File: src/rtl/io_mem_port.sv
// IO-side initiator for the shared instruction/data memory: streams host bytes
// into consecutive words (LOAD) and streams consecutive words out as bytes (DUMP).
module io_mem_port #(
   parameter int MEM_SIZE = 200,
   parameter int ADDR_W   = 16
) (
   input  logic              CLK,
   input  logic              RST,
   input  logic              CMD_VALID,
   output logic              CMD_READY,
   input  logic              CMD_DUMP,
   input  logic [ADDR_W-1:0] CMD_ADDR,
   input  logic [ADDR_W-1:0] CMD_LEN,
   input  logic              RX_VALID,
   output logic              RX_READY,
   input  logic [7:0]        RX_DATA,
   output logic              TX_VALID,
   input  logic              TX_READY,
   output logic [7:0]        TX_DATA,
   output logic [15:0]       RADDR_IO,
   input  logic [15:0]       DATA_OUT_IO,
   output logic [15:0]       WADDR_IO,
   output logic [15:0]       DATA_IN_IO,
   output logic              MW_IO_ON,
   output logic              BUSY,
   output logic              DONE,
   output logic              ERR,
   output logic [3:0]        DBG_STATE
);

   // Every channel (CMD, RX, TX) transfers exactly on a posedge where valid && ready;
   // a raised TX_VALID keeps TX_VALID/TX_DATA stable until that transfer happens.
   typedef enum logic [3:0] {
      S_IDLE  = 4'd0,
      S_ERR   = 4'd1,
      S_FIN   = 4'd2,
      S_LD_HI = 4'd3,
      S_LD_LO = 4'd4,
      S_LD_WR = 4'd5,
      S_DP_RD = 4'd6,
      S_DP_HI = 4'd7,
      S_DP_LO = 4'd8
   } state_t;

   localparam logic [ADDR_W:0] MEM_LIMIT = (ADDR_W+1)'(MEM_SIZE);

   state_t            state_q, state_d;
   logic [ADDR_W-1:0] addr_q, addr_d;
   logic [ADDR_W-1:0] cnt_q, cnt_d;
   logic [7:0]        hi_q, hi_d;
   logic [15:0]       word_q, word_d;
   logic [15:0]       waddr_q, waddr_d;
   logic [15:0]       wdata_q, wdata_d;
   logic [15:0]       raddr_q, raddr_d;
   logic              mw_q, mw_d;
   logic [ADDR_W:0]   cmd_end;

   assign cmd_end    = {1'b0, CMD_ADDR} + {1'b0, CMD_LEN};
   assign RADDR_IO   = raddr_q;
   assign WADDR_IO   = waddr_q;
   assign DATA_IN_IO = wdata_q;
   assign MW_IO_ON   = mw_q;
   assign BUSY       = (state_q != S_IDLE);
   assign DONE       = (state_q == S_FIN);
   assign ERR        = (state_q == S_ERR);
   assign DBG_STATE  = state_q;

   always_comb begin
      state_d   = state_q;
      addr_d    = addr_q;
      cnt_d     = cnt_q;
      hi_d      = hi_q;
      word_d    = word_q;
      waddr_d   = waddr_q;
      wdata_d   = wdata_q;
      raddr_d   = raddr_q;
      mw_d      = 1'b0;
      CMD_READY = 1'b0;
      RX_READY  = 1'b0;
      TX_VALID  = 1'b0;
      TX_DATA   = 8'h00;
      case (state_q)
         S_IDLE: begin
            CMD_READY = 1'b1;
            if (CMD_VALID) begin
               addr_d = CMD_ADDR;
               cnt_d  = CMD_LEN;
               // 17-bit sum so a huge length cannot wrap back into range
               if (cmd_end > MEM_LIMIT) begin
                  state_d = S_ERR;
               end else if (CMD_LEN == '0) begin
                  state_d = S_FIN;
               end else if (CMD_DUMP) begin
                  raddr_d = 16'(CMD_ADDR);
                  state_d = S_DP_RD;
               end else begin
                  state_d = S_LD_HI;
               end
            end
         end
         S_ERR: state_d = S_IDLE;
         S_FIN: state_d = S_IDLE;
         S_LD_HI: begin
            RX_READY = 1'b1;
            if (RX_VALID) begin
               hi_d    = RX_DATA;
               state_d = S_LD_LO;
            end
         end
         S_LD_LO: begin
            RX_READY = 1'b1;
            if (RX_VALID) begin
               waddr_d = 16'(addr_q);
               wdata_d = {hi_q, RX_DATA};
               mw_d    = 1'b1;
               state_d = S_LD_WR;
            end
         end
         S_LD_WR: begin
            // memory commits on this cycle's negedge; the strobe drops next edge
            addr_d  = addr_q + 1'b1;
            cnt_d   = cnt_q - 1'b1;
            state_d = (cnt_q == ADDR_W'(1)) ? S_FIN : S_LD_HI;
         end
         S_DP_RD: begin
            word_d  = DATA_OUT_IO;
            state_d = S_DP_HI;
         end
         S_DP_HI: begin
            TX_VALID = 1'b1;
            TX_DATA  = word_q[15:8];
            if (TX_READY) state_d = S_DP_LO;
         end
         S_DP_LO: begin
            TX_VALID = 1'b1;
            TX_DATA  = word_q[7:0];
            if (TX_READY) begin
               addr_d  = addr_q + 1'b1;
               raddr_d = 16'(addr_q + 1'b1);
               cnt_d   = cnt_q - 1'b1;
               state_d = (cnt_q == ADDR_W'(1)) ? S_FIN : S_DP_RD;
            end
         end
         default: state_d = S_IDLE;
      endcase
   end

   always_ff @(posedge CLK) begin
      if (RST) begin
         state_q <= S_IDLE;
         addr_q  <= '0;
         cnt_q   <= '0;
         hi_q    <= '0;
         word_q  <= '0;
         waddr_q <= '0;
         wdata_q <= '0;
         raddr_q <= '0;
         mw_q    <= 1'b0;
      end else begin
         state_q <= state_d;
         addr_q  <= addr_d;
         cnt_q   <= cnt_d;
         hi_q    <= hi_d;
         word_q  <= word_d;
         waddr_q <= waddr_d;
         wdata_q <= wdata_d;
         raddr_q <= raddr_d;
         mw_q    <= mw_d;
      end
   end

endmodule

File: config.mk
export PLATFORM = sky130hd
export DESIGN_NAME = io_mem_port
export DESIGN_NICKNAME = d
export VERILOG_FILES = /design/src/rtl/io_mem_port.sv
export SDC_FILE = /design/constraint.sdc
export NUM_CORES = 1
export LEC_CHECK = 0
export CELL_PAD_IN_SITES_DETAIL_PLACEMENT = 0
export CELL_PAD_IN_SITES_GLOBAL_PLACEMENT = 1
export CORE_MARGIN = 1
export CORE_UTILIZATION = 41
export CTS_CLUSTER_SIZE = 10
export DETAILED_ROUTE_END_ITERATION = 8
export GPL_TIMING_DRIVEN = 0
export PLACE_DENSITY_LB_ADDON = 0.1
export SYNTH_ARGS = -nofsm -noshare
export SYNTH_HDL_FRONTEND = slang
export SYNTH_SLANG_ARGS = --single-unit
File: constraint.sdc
create_clock -name CLK -period 4.71 [get_ports CLK]
set_input_delay 0.471 -clock CLK [delete_from_list [all_inputs] [get_ports CLK]]
set_output_delay 0.471 -clock CLK [all_outputs]
set_load 0.005 [all_outputs]
# [Word-level counts from Yosys, hierarchy flattened]
# Index checks and enable logic that the tools add are counted.
[totals] ff_bits=109 wordCells=71
[op_classes] add_sub_neg=3 order_cmp=1 eq_ne=17 mux=27 n_bitwise=1 n_reduce_logical=13
[ops] operator="$mux 16" n=8
[ops] operator="$pmux 16 s3" n=2
[ops] operator="$pmux 16 s2" n=1
[ops] operator="$pmux 4 s7" n=1
[ops] operator="$mux 4" n=5
[ops] operator="$add 16x16->17" n=1
[ops] operator="$gt 17x8->1 const B" n=1
[ops] operator="$add 16x1->16 const B" n=1
[ops] operator="$eq 16x1->1 const B" n=1
[ops] operator="$eq 4x3->1 const B" n=4
[ops] operator="$logic_not 16->1" n=1
[ops] operator="$ne 2x2->1 const B" n=8
[ops] operator="$pmux 8 s2" n=1
[ops] operator="$sub 16x1->16 const B" n=1
[ops] operator="$mux 3" n=4
[ops] operator="$eq 4x2->1 const B" n=2
[ops] operator="$reduce_and 6->1" n=1
[ops] operator="$reduce_or 2->1" n=3
[ops] operator="$mux 1" n=5
[ops] operator="$reduce_and 5->1" n=1
[ops] operator="$eq 4x1->1 const B" n=1
[ops] operator="$eq 4x4->1 const B" n=1
[ops] operator="$logic_not 4->1" n=1
[ops] operator="$reduce_and 2->1" n=2
[ops] operator="5 further kinds" n=5

# [Logic depth before layout (Yosys ltp)]
# Gate-level depths: netlist of the first run.
[logic_depth] depth_word=5 ltp_mapped=12 ltp_nobuf=10

# [Worst setup path after synthesis of the first run]
# OpenSTA, ideal clock, no wires.
[synth_path] path_type="in2reg" from="input CMD_ADDR[0]" to="register raddr_q[6] (netlist: RADDR_IO[6])" setup_ns=0.128 t_arrival_ns=2.893 t_required_ns=4.582 setup_slack_ns=1.689 path_stages=12 n_path_buf=2 path_cell_list="ha_1 > fa_1 > a211oi_2 > o211ai_2 > a21o_1 > a311oi_1 > a21o_1 > and4bb_1 > buf_6 > buf_12 > o21ai_0 > o41ai_2"
[synth_via] elab_chain_len=4
[synth_rtl] element="start: declaration" line_no="12" text="input logic [ADDR_W-1:0] CMD_ADDR,"
[synth_rtl] element="$add 16x16->17" line_no="58" text="assign cmd_end = {1'b0, CMD_ADDR} + {1'b0, CMD_LEN};"
[synth_rtl] element="$gt 17x8->1" line_no="89" text="if (cmd_end > MEM_LIMIT) begin"
[synth_rtl] element="$ne 2x2->1 (no source line)"
[synth_rtl] element="$reduce_and 6->1 (no source line)"
[synth_rtl] element="end signal: assignment" line_no="167" text="raddr_q <= raddr_d;"
[synth_rtl] element="end: declaration" line_no="54" text="logic [15:0] raddr_q, raddr_d;"
# No other way between the ends.
# A chain may end at the register's enable or synchronous reset.

# [Worst setup path in the final report of the first run]
[layout_path] from="input CMD_LEN[0]" to="register raddr_q[6] (netlist: RADDR_IO[6])"
[layout_via] elab_chain_len=4
[layout_rtl] element="start: declaration" line_no="13" text="input logic [ADDR_W-1:0] CMD_LEN,"
[layout_rtl] element="$add 16x16->17" line_no="58"
[layout_rtl] element="$gt 17x8->1" line_no="89"
[layout_rtl] element="$ne 2x2->1 (no source line)"
[layout_rtl] element="$reduce_and 6->1 (no source line) (*)"
# Mark *: on every way between the ends. The rest lies on a longest branch, timed or not.

==> results_dict.tcl, run 1 <==
set metrics [dict create \
    setup.worst_path.class "in -> reg" \
    grt_setup_unrepaired "false" \
    routed_wl_um 20950 \
    final.setup.tns_ps 0 \
    globalplace.congestion 0.8543 \
    cts.reportedPaths.clkPinSlew_ps 80 \
    post_synth_num_cell_types 74 \
    crit_arrival_ps 3830 \
    syn_nets 907 \
    slew_headroom_pct 42.28 \
    io_buffers 127 \
    ys_seq_elements 109 \
    dpl_cell_area_mm2 0.007792 \
    nets 1045 \
    die_w_um 125.9 \
    numCtsBuffers 9 \
    finalCritPeriodShare_pct 76.10 \
    status "finished, final reports clean" \
    h-tree-depth 3 \
    vdd_drop_max_mv 0.2006 \
    power.density_mw_per_mm2 257.6 \
    worstSetupEndpointType "flip-flop" \
    clock_latency_ps 360 \
    fin_util_pct 54.83 \
    synth_ff_type "dfxtp_1" \
    rows 44 \
    hold_path_depth 2 \
    core_mm2 0.01475 \
    min_path_type "reg -> reg" \
    grt_max_degree 22 \
    p_leak_nw 2.915 \
    dp.final_hpwl_um 16130 \
    critPathRequiredTime_ps 4960 \
    syn_inst 825 \
    maxSlewViolCount 0 \
    post_cts_buffers 0 \
    yosysSeqAreaShare_pct 34.69 \
    cts_tree "yes" \
    area.growth.synth_to_final_pct 28.60 \
    antenna_cells 0 \
    hold_buffers 0 \
    clock_path_buffers 2 \
    setup_viol_count_final 0 \
    synth_top_area_share_pct 34.69 \
    ios 129 \
    overflow 0 \
    vias_per_cell 5.818 \
    clkSinkCount 109 \
    startpoint_type "input pin" \
    netlist_area_mm2 0.006291 \
    seq_area_mm2 0.002182 \
    synth_edf_count 0 \
    reg2reg_depth 8 \
    ys_async_sr_fraction_pct 0 \
    first_global_vias 6253 \
    antenna_found_initial 0 \
    drive_gt1_share_pct 5.682 \
    num_vias 6702 \
    clock-root-buffer "clkbuf_16" \
    synth_area_leaders "dfxtp_1 (35%), a21oi_1 (9.2%), nand2_1 (8.9%)" \
    antenna_left 0 \
    worst_pin_slew_ps 859.2 \
    multi_input_area_mm2 0.003734 \
    die_y_um 125.9 \
    initial_core_util_pct 42.64 \
    finalHoldViolCount 0 \
    fill_cells 1405 \
    grt_pass1_wl_um 33350 \
    yosys_warnings 0 \
    min_period_ps 3584 \
    max_freq_mhz 279.0 \
    skew_ps 9.884 \
    cts_resized 0 \
    cap_violations 0 \
    drt_iter0_markers 545 \
    worstPathMaxFanout 10 \
    grt_usage_pct 26.76 \
    synth_area_per_cell_um2 7.625 \
    wl_per_cell_um 18.18 \
    die_area_mm2 0.01584 \
    power.total_w 0.002084 \
    drtPass1Iterations 4 \
    yosysTopAreaCell "dfxtp_1" \
    postLayoutCellArea_mm2 0.008090 \
    drc_errors 0 \
]
-- flip-flops by register name, summed over array words and instances (netlist names) --
name        cells
DATA_IN_IO     16
DBG_STATE       4
MW_IO_ON        1
RADDR_IO       16
WADDR_IO       16
addr_q         16
cnt_q          16
hi_q            8
word_q         16
-- worst max-delay path, stage by stage --
cell and delay [ps]:
clkdlybuf4s50_1 550, ha_1 310, fa_1 470, a211oi_2 360, o211ai_2 180, a21o_1 210
a311oi_1 280, a21o_1 200, and4bb_1 240, buf_6 140, buf_12 140, o21ai_0 180
o41ai_2 100
-- where the power goes --
part           internal [W]  switching (W)
clock network      0.000376       0.000391
registers          0.000939      0.0000253
logic              0.000151       0.000202
total               0.00147       0.000619
-- cells in the final DEF (no fill, tap or decap), types with 7 or more instances in the layout --
| cell type | count |
|---|---|
| nand2_1 | 149 |
| clkdlybuf4s50_1 | 127 |
| a21oi_1 | 116 |
| dfxtp_1 | 109 |
| nor2_1 | 76 |
| clkbuf_1 | 39 |
| o21ai_0 | 39 |
| nand3_1 | 26 |
| inv_1 | 19 |
| ha_1 | 19 |
| nor3_1 | 17 |
| a211oi_1 | 12 |
| mux2i_1 | 12 |
| a22o_1 | 10 |
| buf_2 | 9 |
| nand2b_1 | 9 |
| clkbuf_16 | 9 |
| xnor2_1 | 8 |
| a21o_1 | 8 |
| xor2_1 | 7 |
-- cell families (layout without fill, tap and decap cells) --
group           after synthesis  count (layout)  synth area share [%]
mux                          12              12                 1.909
simple gates                331             331                 24.07
flops                       109             109                 34.69
xor+xnor                     15              15                 2.088
fa+ha+maj                    20              20                 4.097
compound gates              260             260                 27.19
buf+inv                      78             221                 5.966
-- synthesized netlist by cell type, types with 7 or more instances --
| master | instances |
|---|---|
| clkbuf_1 | 39 |
| mux2i_1 | 12 |
| o21ai_0 | 39 |
| nand2b_1 | 9 |
| a21oi_1 | 116 |
| buf_2 | 9 |
| nor3_1 | 17 |
| a21o_1 | 8 |
| xor2_1 | 7 |
| inv_1 | 19 |
| nand3_1 | 26 |
| ha_1 | 19 |
| a211oi_1 | 12 |
| a22o_1 | 10 |
| nor2_1 | 76 |
| xnor2_1 | 8 |
| dfxtp_1 | 109 |
| nand2_1 | 149 |
-- layout make-up --
class,count,area share [%]
Inverter,20,0.9279
Timing Repair Buffer,127,15.71
Clock inverter,7,0.8970
Sequential cell,109,26.97
Tap cell,184,2.846
Buffer,58,3.712
Clock buffer,9,2.784
Multi-Input combinational cell,638,46.15
-- per-stage QoR --
stage	setup WS (ps)	hold slack [ps]	cells
after CTS	1163	456.9	1152
after global placement	794.8	440.2	1136
after global routing	970.8	479.3	1152
after floorplan	1689	431.5	825
final	1126	454.5	1152
after detailed placement	786.8	445.8	1136
-- metal layers --
| metal | vias up | share of wire, % | GRT usage [%] |
|---|---|---|---|
| met3 | 25 | 7.8 | 5.523 |
| met5 | - | 0 | 0 |
| met2 | 261 | 44 | 41.83 |
| met1 | 3182 | 47 | 36.62 |
| li1 | 3234 | - | - |
| met4 | 0 | 2.0 | 9.284 |
-- worst paths after layout --
| check | start | end | slack, ps |
|---|---|---|---|
| setup reg to reg | addr_q[0] | RADDR_IO[15] | 2000 |
| hold / removal | DATA_IN_IO[6] | DATA_IN_IO[6] | 450 |
| hold reg to reg | DATA_IN_IO[6] | DATA_IN_IO[6] | 450 |
| setup / recovery | CMD_LEN[0] | RADDR_IO[6] | 1130 |
(Power assumes the default switching activity.)
==> run 2, diff against run 1 <==
- CORE_UTILIZATION: 41 -> 38
- clock period: 4.71 -> 3.7 ns (I/O delays scaled with it)
==> results_dict.tcl, run 2 (synthesis gave the netlist of run 1 again) <==
set metrics [dict create \
    drc_errors 0 \
    num_vias 6630 \
    hold_slack_ps 456.3 \
    routed_wl_um 21310 \
    fill_cells 1611 \
    min_period_ps 3517 \
    numCtsBuffers 9 \
    die_area_mm2 0.01707 \
    drt_iter0_markers 393 \
    drive_gt1_share_pct 5.785 \
    clock-root-buffer "clkbuf_16" \
    finalCritPeriodShare_pct 95.07 \
    dp.final_hpwl_um 16410 \
    cap_violations 0 \
    status "finished, final reports clean" \
    worstSetupEndpointType "flip-flop" \
    antenna_left 0 \
    skew_ps 12.43 \
    worst_pin_slew_ps 831.2 \
    ios 129 \
    wl_per_cell_um 17.99 \
    grt_usage_pct 25.46 \
    cts.reportedPaths.clkPinSlew_ps 80 \
    final_cell_mix "nand2_1 (149), clkdlybuf4s50_1 (127), a21oi_1 (116), dfxtp_1 (109), nor2_1 (76)" \
    setup_viol_count_final 0 \
    p_leak_nw 2.943 \
    crit_arrival_ps 3760 \
    min_from "hi_q[7]" \
    die_y_um 130.7 \
    max_freq_mhz 284.3 \
    setup.worst_path.class "in -> reg" \
    holdPathEnd "DATA_IN_IO[15]" \
    reg2reg_depth 8 \
    antenna_found_initial 0 \
    rows 46 \
    grt_setup_unrepaired "false" \
    clock_latency_ps 360 \
    grt_pass1_wl_um 33150 \
    area.growth.synth_to_final_pct 29.97 \
    critPathRequiredTime_ps 3950 \
    maxSlewViolCount 0 \
    io_buffers 127 \
    cts_tree "yes" \
    layout_commonest_cell "nand2_1" \
    overflow 0 \
    post_cts_buffers 0 \
    grt_max_degree 21 \
    vias_per_cell 5.600 \
    globalplace.congestion 0.8825 \
    finalHoldViolCount 0 \
    regToRegSetupSlack_ps 970 \
    r2r-end "RADDR_IO[15]" \
    clock_path_buffers 2 \
    vdd_drop_max_mv 0.2522 \
    drtPass1Iterations 5 \
    core_mm2 0.01600 \
    die_w_um 130.7 \
    slew_headroom_pct 44.16 \
    initial_core_util_pct 39.32 \
    antenna_cells 0 \
    dpl.cell_count 1168 \
    clkSinkCount 109 \
    worstPathMaxFanout 10 \
    final_cells 1184 \
    h-tree-depth 3 \
    startpoint_type "input pin" \
    hold_buffers 0 \
    first_global_vias 6123 \
    power.density_mw_per_mm2 340.9 \
    hold_path_depth 2 \
    dp_slack_ps -162.7 \
    nets 1045 \
    worst_slack_ps 182.6 \
    fin_util_pct 51.10 \
    r2r-start "addr_q[0]" \
    min_path_type "reg -> reg" \
]
run 2: repair_timing:
item                       4_1_cts  5_1_grt
hold endpoints to repair         0        0
gates resized for setup          0        1
setup endpoints to repair        0        4
run 2: worst max-delay path: stages:
cell and delay [ps]:
clkdlybuf4s50_1 510, ha_1 300, fa_1 470, a211oi_2 360, o21ai_0 160, xor2_1 170, o31ai_1 100, o2111ai_1 450
and4bb_1 290, buf_6 160, buf_12 140, o21ai_0 180, o41ai_2 100
run 2: worst max-delay path by stage:
stage	startpoint	to	slack, ps
after floorplan	CMD_ADDR[0]	RADDR_IO[6]	780
after CTS	CMD_ADDR[0]	RADDR_IO[2]	220
after detailed placement	CMD_ADDR[0]	RADDR_IO[2]	-160
final	CMD_ADDR[0]	RADDR_IO[6]	180
after global placement	CMD_LEN[0]	RADDR_IO[2]	-160
after global routing	CMD_ADDR[11]	RADDR_IO[12]	20
run 2: routing by layer:
| layer | GRT usage, % | wire [um] | vias up |
|---|---|---|---|
| met2 | 39.09 | 9344 | 232 |
| met3 | 5.252 | 1579 | 27 |
| met5 | 0 | 0 | - |
| met4 | 8.654 | 459 | 0 |
| met1 | 35.34 | 9922 | 3132 |
| li1 | - | - | 3239 |
run 2: power breakdown:
part	internal [W]	switching, W	total, W
combinational	0.000192	0.000255	0.000446
sequential	0.00120	0.0000338	0.00123
clock	0.000613	0.000500	0.00111
total	0.00200	0.000788	0.00279
run 2: per-stage QoR:
stage	power (W)	TNS, ps	instance area, um^2
after detailed placement	0.001692	-1844	7833
final	0.002788	0	8177
after global routing	0.002891	0	8177
after CTS	0.002797	0	8172
after floorplan	0.001510	0	6291
after global placement	0.001687	-1818	7833
run 2: area by class of cell:
cell class / count / area, um^2 / area share [%]
repair buffers: 127 / 1271 / 15.55
clock buffers: 9 / 225.2 / 2.754
flip-flops and latches: 109 / 2182 / 26.69
multi-input cells: 638 / 3739 / 45.72
inverters: 20 / 75.07 / 0.9181
plain buffers: 58 / 300.3 / 3.673
clock inverters: 7 / 113.9 / 1.392
well taps: 216 / 270.3 / 3.305
